--- config.mk ---
export PLATFORM = sky130hd
export DESIGN_NAME = mul_div_unit
export DESIGN_NICKNAME = d
export VERILOG_FILES = /design/src/rtl/mul_div_unit.sv
export SDC_FILE = /design/constraint.sdc
export NUM_CORES = 1
export LEC_CHECK = 0
export BUFFER_PORTS_ARGS = -buffer_cell sky130_fd_sc_hd__buf_4
export CORE_UTILIZATION = 23
export DETAILED_ROUTE_END_ITERATION = 6
export PLACE_DENSITY = 0.5
export SLEW_MARGIN = 10
export SYNTH_ARGS = -nofsm -noshare
export SYNTH_HDL_FRONTEND = slang
export SYNTH_SLANG_ARGS = --single-unit
export TNS_END_PERCENT = 10
--- constraint.sdc ---
create_clock -name clk -period 3.3 [get_ports clk]
set_clock_uncertainty 0.1 [all_clocks]
set_input_delay 0.495 -clock clk [delete_from_list [all_inputs] [get_ports clk]]
set_output_delay 0.495 -clock clk [all_outputs]
set_load 0.02 [all_outputs]
--- src/rtl/mul_div_unit.sv ---
// Iterative multiply/divide unit owning the HI/LO registers.
// Shift-add multiply and restoring divide, one bit per cycle, on operand
// magnitudes; the sign is fixed up in a final cycle before HI/LO commit.
//
// state | meaning
// IDLE  | waiting for start; MTHI/MTLO moves honoured here
// CALC  | WIDTH iterations of the shift-add / restoring-divide step
// FIX   | sign correction, HI/LO write, done pulse
module mul_div_unit #(
    parameter int WIDTH = 32
) (
    input  logic             clk,
    input  logic             rst,
    input  logic             start,
    input  logic [1:0]       op,
    input  logic [WIDTH-1:0] rs_val,
    input  logic [WIDTH-1:0] rt_val,
    input  logic             flush,
    input  logic             mthi,
    input  logic             mtlo,
    input  logic [WIDTH-1:0] wdata,
    output logic [WIDTH-1:0] hi,
    output logic [WIDTH-1:0] lo,
    output logic             busy,
    output logic             done
);

    typedef enum logic [1:0] {IDLE, CALC, FIX} state_t;

    localparam int CW = $clog2(WIDTH);
    localparam logic [CW-1:0] LAST = CW'(WIDTH - 1);

    state_t           state_q;
    logic [CW-1:0]    cnt_q;
    logic [WIDTH-1:0] opd_q;     // multiplicand or divisor magnitude
    logic [WIDTH-1:0] rem_q;     // product upper half or partial remainder
    logic [WIDTH-1:0] quo_q;     // multiplier / dividend, shifted into the result
    logic             is_div_q;
    logic             div0_q;
    logic             neg_lo_q;
    logic             neg_hi_q;
    logic [WIDTH-1:0] hi_q, lo_q;
    logic             busy_q, done_q;

    logic             rs_neg, rt_neg;
    logic [WIDTH-1:0] rs_mag, rt_mag;
    logic [WIDTH:0]   mul_sum;
    logic [WIDTH:0]   trial;
    logic [WIDTH-1:0] rem_d, quo_d;
    logic [2*WIDTH-1:0] prod, prod_fix;
    logic [WIDTH-1:0] hi_d, lo_d;

    // Operand magnitudes for issue; only signed ops (op[0]=0) look at sign bits.
    always_comb begin
        rs_neg = ~op[0] & rs_val[WIDTH-1];
        rt_neg = ~op[0] & rt_val[WIDTH-1];
        rs_mag = rs_neg ? -rs_val : rs_val;
        rt_mag = rt_neg ? -rt_val : rt_val;
    end

    // One iteration of the multiply or divide step, plus the final sign fix-up.
    always_comb begin
        mul_sum = {1'b0, rem_q} + (quo_q[0] ? {1'b0, opd_q} : '0);
        trial   = {rem_q, quo_q[WIDTH-1]} - {1'b0, opd_q};
        if (!is_div_q) begin
            rem_d = mul_sum[WIDTH:1];
            quo_d = {mul_sum[0], quo_q[WIDTH-1:1]};
        end else if (!trial[WIDTH]) begin
            rem_d = trial[WIDTH-1:0];
            quo_d = {quo_q[WIDTH-2:0], 1'b1};
        end else begin
            rem_d = {rem_q[WIDTH-2:0], quo_q[WIDTH-1]};
            quo_d = {quo_q[WIDTH-2:0], 1'b0};
        end

        prod     = {rem_q, quo_q};
        prod_fix = neg_lo_q ? -prod : prod;
        if (is_div_q) begin
            // Divide by zero leaves the dividend magnitude in rem_q, so the
            // remainder sign fix restores rs exactly; only LO is forced.
            hi_d = neg_hi_q ? -rem_q : rem_q;
            lo_d = div0_q ? '1 : (neg_lo_q ? -quo_q : quo_q);
        end else begin
            hi_d = prod_fix[2*WIDTH-1:WIDTH];
            lo_d = prod_fix[WIDTH-1:0];
        end
    end

    // Sequencer, datapath registers and HI/LO.
    always_ff @(posedge clk) begin
        if (rst) begin
            state_q  <= IDLE;
            cnt_q    <= '0;
            opd_q    <= '0;
            rem_q    <= '0;
            quo_q    <= '0;
            is_div_q <= 1'b0;
            div0_q   <= 1'b0;
            neg_lo_q <= 1'b0;
            neg_hi_q <= 1'b0;
            hi_q     <= '0;
            lo_q     <= '0;
            busy_q   <= 1'b0;
            done_q   <= 1'b0;
        end else begin
            done_q <= 1'b0;
            case (state_q)
                IDLE: begin
                    if (start) begin
                        if (!flush) begin
                            is_div_q <= op[1];
                            div0_q   <= op[1] & (rt_val == '0);
                            neg_lo_q <= rs_neg ^ rt_neg;
                            neg_hi_q <= op[1] ? rs_neg : (rs_neg ^ rt_neg);
                            opd_q    <= op[1] ? rt_mag : rs_mag;
                            quo_q    <= op[1] ? rs_mag : rt_mag;
                            rem_q    <= '0;
                            cnt_q    <= '0;
                            busy_q   <= 1'b1;
                            state_q  <= CALC;
                        end
                    end else begin
                        if (mthi) hi_q <= wdata;
                        if (mtlo) lo_q <= wdata;
                    end
                end
                CALC: begin
                    if (flush) begin
                        busy_q  <= 1'b0;
                        state_q <= IDLE;
                    end else begin
                        rem_q <= rem_d;
                        quo_q <= quo_d;
                        cnt_q <= cnt_q + 1'b1;
                        if (cnt_q == LAST) state_q <= FIX;
                    end
                end
                FIX: begin
                    busy_q  <= 1'b0;
                    state_q <= IDLE;
                    if (!flush) begin
                        hi_q   <= hi_d;
                        lo_q   <= lo_d;
                        done_q <= 1'b1;
                    end
                end
                default: state_q <= IDLE;
            endcase
        end
    end

    assign hi   = hi_q;
    assign lo   = lo_q;
    assign busy = busy_q;
    assign done = done_q;

endmodule

### Word level (Yosys, flattened, before mapping)

Index checks and enable logic that the tools add are counted.

* word-level logic and storage cells: 98
* register bits after elaboration: 173

* bitwise logic cells: 7
* equality and inequality tests: 12
* reduce and logical (&&, ||, !) cells: 12
* add/sub/neg operators: 8
* multiplexer cells: 46

Operators by type and width (number)
* 2-to-1 mux 32 bit: 25
* one-hot mux 32 bit (2 select lines): 4
* negator 32 bit: 4
* 2-to-1 mux 64 bit: 1
* negator 64 bit: 1
* adder 32 x 32 -> 33 bit: 1
* subtractor 33 x 32 -> 33 bit: 1
* zero test 32 bit: 1
* inequality test 2 bit, second input constant: 8
* AND reduction 4 bit: 4
* 2-to-1 mux 5 bit: 3
* one-hot mux 5 bit (2 select lines): 1
* 2-to-1 mux 2 bit: 4
* 2-to-1 mux 1 bit: 6
* AND reduction 3 bit: 2
* adder 5 x 1 -> 5 bit, second input constant: 1
* == test 5 bit, second input constant: 1
* one-hot mux 2 bit (2 select lines): 1
* nonzero test 2 bit: 2
* bitwise AND 1 bit: 3
* inequality test 3 bit, second input constant: 1
* inverter 1 bit: 3
* one-hot mux 1 bit (3 select lines): 1
* nonzero test 3 bit: 1
* other kinds (5): 5

### Depth between registers and ports, before layout

* depth after elaboration: 7
* gate-level depth with buffers: 14
* gate-level depth less buffers: 14

### Worst setup path after synthesis

Ideal clock, no wire load.

* kind: register -> register
* start point: register rem_q[0]
* end point: register rem_q[14]
* path slack: -128 ps
* data required time: 3068 ps
* library setup time: 132 ps
* stages on the path, launching flop included: 14
* path buffers: 1
* data arrival time: 3196 ps
* period minus slack after synthesis: 3428 ps
* cells stage by stage: dfxtp_1 clkbuf_1 inv_1 fa_1 nand2b_1 a21oi_1 o21ai_0 a21o_1 o22a_1 a31oi_2 xnor2_1 mux2_2 a221oi_1 nor3_1

* word-level cells in the longest chain between the ends: 5
* elaborated cells between the ends (all ways): 6
* those cells by class: 2 x add/sub; 4 x mux

RTL lines
* from (decl): RTL line 36 `logic [WIDTH-1:0] rem_q;`
* from (signal assigned): RTL line 132 `rem_q <= rem_d;`
* subtractor 33 x 32 -> 33 bit: RTL line 64 `trial = {rem_q, quo_q[WIDTH-1]} - {1'b0, opd_q};`
* 2-to-1 mux 32 bit: RTL line 68 `end else if (!trial[WIDTH]) begin`
* 2-to-1 mux 32 bit *: RTL line 65 `if (!is_div_q) begin`
* 2-to-1 mux 32 bit *: RTL line 128 `if (flush) begin`
* one-hot mux 32 bit (2 select lines) *: RTL line 107 `case (state_q)`

Every way passes the cells marked *; elsewhere a longest branch is shown, timed or not. The select of a mux whose other input is x is not followed.
A chain may end at the register's enable or synchronous reset.

### Worst setup path after layout

* start point: register quo_q[0]
* end point: register hi_q[30] (netlist: hi[30])

* word-level cells in the longest chain between the ends: 5

RTL lines
* from (decl): RTL line 37 `logic [WIDTH-1:0] quo_q;`
* from (signal assigned): RTL line 116 `quo_q <= op[1] ? rs_mag : rt_mag;`
* from (signal assigned): RTL line 133 `quo_q <= quo_d;`
* negator 64 bit: RTL line 77 `prod_fix = neg_lo_q ? -prod : prod;`
* 2-to-1 mux 64 bit: RTL line 77
* 2-to-1 mux 32 bit: RTL line 78 `if (is_div_q) begin`
* 2-to-1 mux 32 bit: RTL line 141 `if (!flush) begin`
* one-hot mux 32 bit (2 select lines): RTL line 107
* to (signal assigned): RTL line 123 `if (mthi) hi_q <= wdata;`
* to (signal assigned): RTL line 142 `hi_q <= hi_d;`
* to (decl): RTL line 42 `logic [WIDTH-1:0] hi_q, lo_q;`

Every way passes these cells. The select of a mux whose other input is x is not followed.

==> qor.csv <==
stage,metric,value,unit
cells_and_area,nNetsFinal,2463,
route,via_per_inst,5.173,
clock_network,clockBufferDepth,2,
yosys,muxShareOfSynthArea,4.829,%
sta,fmax,304.5,MHz
grt,grt_pass1_vias,15542,
sta,min_period,3.284,ns
yosys,synthesis.nets,2214,
yosys,synth_top_family_by_area,compound AO/OA/AOI/OAI gates,
sta,slew_violations,0,
cells_and_area,stdcell_count,3141,
cells_and_area,drive_gt1_share,20.00,%
yosys,synth_area_leader_cell,dfxtp_1,
die,core-area,63200,sq um
route,post_drt_wl_per_cell,20.16,um
grt,grt_max_degree,95,
route,drc,0,
run,maxCapViolCount,0,
cells_and_area,synthToLayoutAreaGrowth,27.50,%
sta,worst_pin_slew,1.158,ns
sta,fin_crit_sh,99.52,%
power_and_ir_drop,peakVddDrop,260.4,uV
placement,place.gp.congestion,0.9111,
setup_path,crit_path_end_kind,flip-flop,
sta,rsz0062_at_grt,true,
sta,slew_headroom,22.79,%
route,drtIter0Drc,1238,
clock_network,h-tree-depth,4,
sta,setup_viol,0,
yosys,synth-main-ff-cell,dfxtp_1,
yosys,avgSynthCellArea,7.248,sq um
die,io_pins,170,
route,num_vias,16247,
power_and_ir_drop,power.density,345.4,nW/um^2
cells_and_area,diodes,0,
clock_network,numCtsBuffers,17,
clock_network,clock-root-buffer,clkbuf_16,
yosys,synthArstFlopShare,0,%
grt,overflow,0,
yosys,syn_area,14740,sq um
yosys,synth.most_common_cell,a21oi_1,
power_and_ir_drop,power.leakage,7.960,nW
yosys,yosysSeqAreaShare,23.49,%
yosys,synth.top_cells.by_count,"a21oi_1, nor2_1, nand2_1, dfxtp_1, o21ai_0",
clock_network,clk_pin_slew,0.07,ns
setup_path,critPathMaxFanout,8,
yosys,synth_cells,2034,
die,fp-row-count,92,
setup_path,worstPathArrival,3.57,ns
route,ant_nets,0,
placement,io_buffer_count,169,
grt,grt_pass1_wl,94.38,mm
clock_network,cts_tree,done,
die,dieWidth,255.2,um
yosys,synthXorXnorAreaFrac,10.46,%
placement,dp.final_hpwl,50.93,mm
grt,antenna_found_initial,1,
yosys,synth_edf_count,0,
sta,whs,0.1756,ns
setup_path,cp.required,3.59,ns
yosys,synth_top_area_share,23.49,%
yosys,ys_ff_latch,173,
worst_hold_path,min_path_type,in2reg,
yosys,yosysWarningCount,0,
yosys,post_synth_and_or_nand_nor_area_fraction,20.37,%
sta,hold_viol_final,0,
grt,grt_usage,19.20,%
sta,setup_slack,0.01569,ns
yosys,yosys-top-cells-area,"dfxtp_1, a21oi_1, ha_1",
status,run_status,"complete, no violations",
cells_and_area,fillCellCount,6828,
placement,pre_cts_ws,-0.1993,ns
route,dr.pass1.iters,5,
die,die_h,255.2,um
route,routed_wl,63.32,mm
placement,place_inst,3109,
power_and_ir_drop,design_power_total,0.006493,W
setup_path,cp-start-kind,flip-flop,
clock_network,cts.sinks,173,
yosys,synth_compound_area_share,29.02,%
yosys,synth_fa_ha_area_share,6.552,%
clock_network,clk_latency,0.47,ns
yosys,yosys.cell_types.count,83,
die,die-area,65120,sq um
setup_path,crit_type,reg2reg,
die,start_util,23.33,%
sta,tns,0,ns
kinds of logic after synthesis:
kind of cell	Yosys count
simple gates	656
mux	69
compound gates	683
flops	173
buf+inv	201
fa+ha+maj	76
xor+xnor	176
path summary, 6_finish.rpt:
path             start         to  slack, ns  cells past startpoint
max reg2reg   quo_q[0]     hi[30]       0.02                     12
max           quo_q[0]     hi[30]       0.02                     12
min              flush       done       0.18                      2
min reg2reg  opd_q[11]  opd_q[11]       0.35                      2
worst max-delay path, cell delays in order, from the launching register on:
cell	delay, ns
dfxtp_4	0.36
inv_2	0.12
buf_4	0.20
ha_2	0.26
or2b_1	0.31
or2b_1	0.28
nor2_1	0.16
nand2_1	0.15
nor4_1	0.47
a221oi_1	0.18
xor2_1	0.24
mux2i_1	0.11
a211oi_1	0.25
sequential cells by signal (all words and copies together) (netlist names), 2 cells and up:
signal and cells:
rem_q 32, cnt_q 5, state_q 2, opd_q 32, hi 32, quo_q 32
lo 32
layout make-up:
| type | instances | area, sq um | area share [%] |
|---|---|---|---|
| multi-input combinational | 1660 | 10630 | 56.53 |
| sequential | 173 | 3468 | 18.45 |
| timing repair buffer | 363 | 2774 | 14.76 |
| tap | 846 | 1059 | 5.631 |
| clock buffer | 18 | 439.2 | 2.336 |
| inverter | 68 | 255.2 | 1.358 |
| clock inverter | 13 | 176.4 | 0.9386 |
metrics by stage:
| step | util, % | instance area, sq um |
|---|---|---|
| 4_1_cts | 29.71 | 18780 |
| 5_1_grt | 29.74 | 18800 |
| 3_5_place_dp | 28.60 | 18080 |
| 3_3_place_gp | 28.60 | 18080 |
| 2_1_floorplan | - | 14760 |
| 6_report | 29.74 | 18800 |
cells in the final DEF (no fill, tap or decap), drive strengths merged, types with 20 or more instances in the layout:
| cell | n |
|---|---|
| a211oi | 42 |
| a21o | 45 |
| a21oi | 247 |
| a22oi | 22 |
| buf | 363 |
| dfxtp | 173 |
| ha | 74 |
| inv | 72 |
| mux2i | 52 |
| nand2 | 206 |
| nand2b | 25 |
| nand3 | 24 |
| nand4 | 20 |
| nor2 | 230 |
| nor3 | 51 |
| nor4 | 21 |
| o211ai | 22 |
| o21ai | 155 |
| o221ai | 26 |
| xnor2 | 94 |
| xor2 | 82 |
repair_timing:
item | in CTS | in global routing
endpoints found under the setup margin | 33 | 37
hold endpoints to repair | 0 | 0
hold buffers | 0 | 0
pin swaps | 6 | 6
buffers inserted | 1 | 0
resized for setup | 19 | 8
per-layer routing:
layer	wire length, um	vias up	share of wire (%)	GRT usage, %
li1	-	7851	-	-
met1	28900	7808	46	25.87
met2	29220	514	46	31.34
met3	3098	74	4.9	2.349
met4	2101	0	3.3	6.758
met5	0	-	0	0
report_power, final:
group	switching [W]	internal (W)
clock	0.000987	0.00123
sequential	0.000109	0.00221
combinational	0.00118	0.000773
total	0.00228	0.00421
No activity file was read; power rests on OpenSTA's default activity.
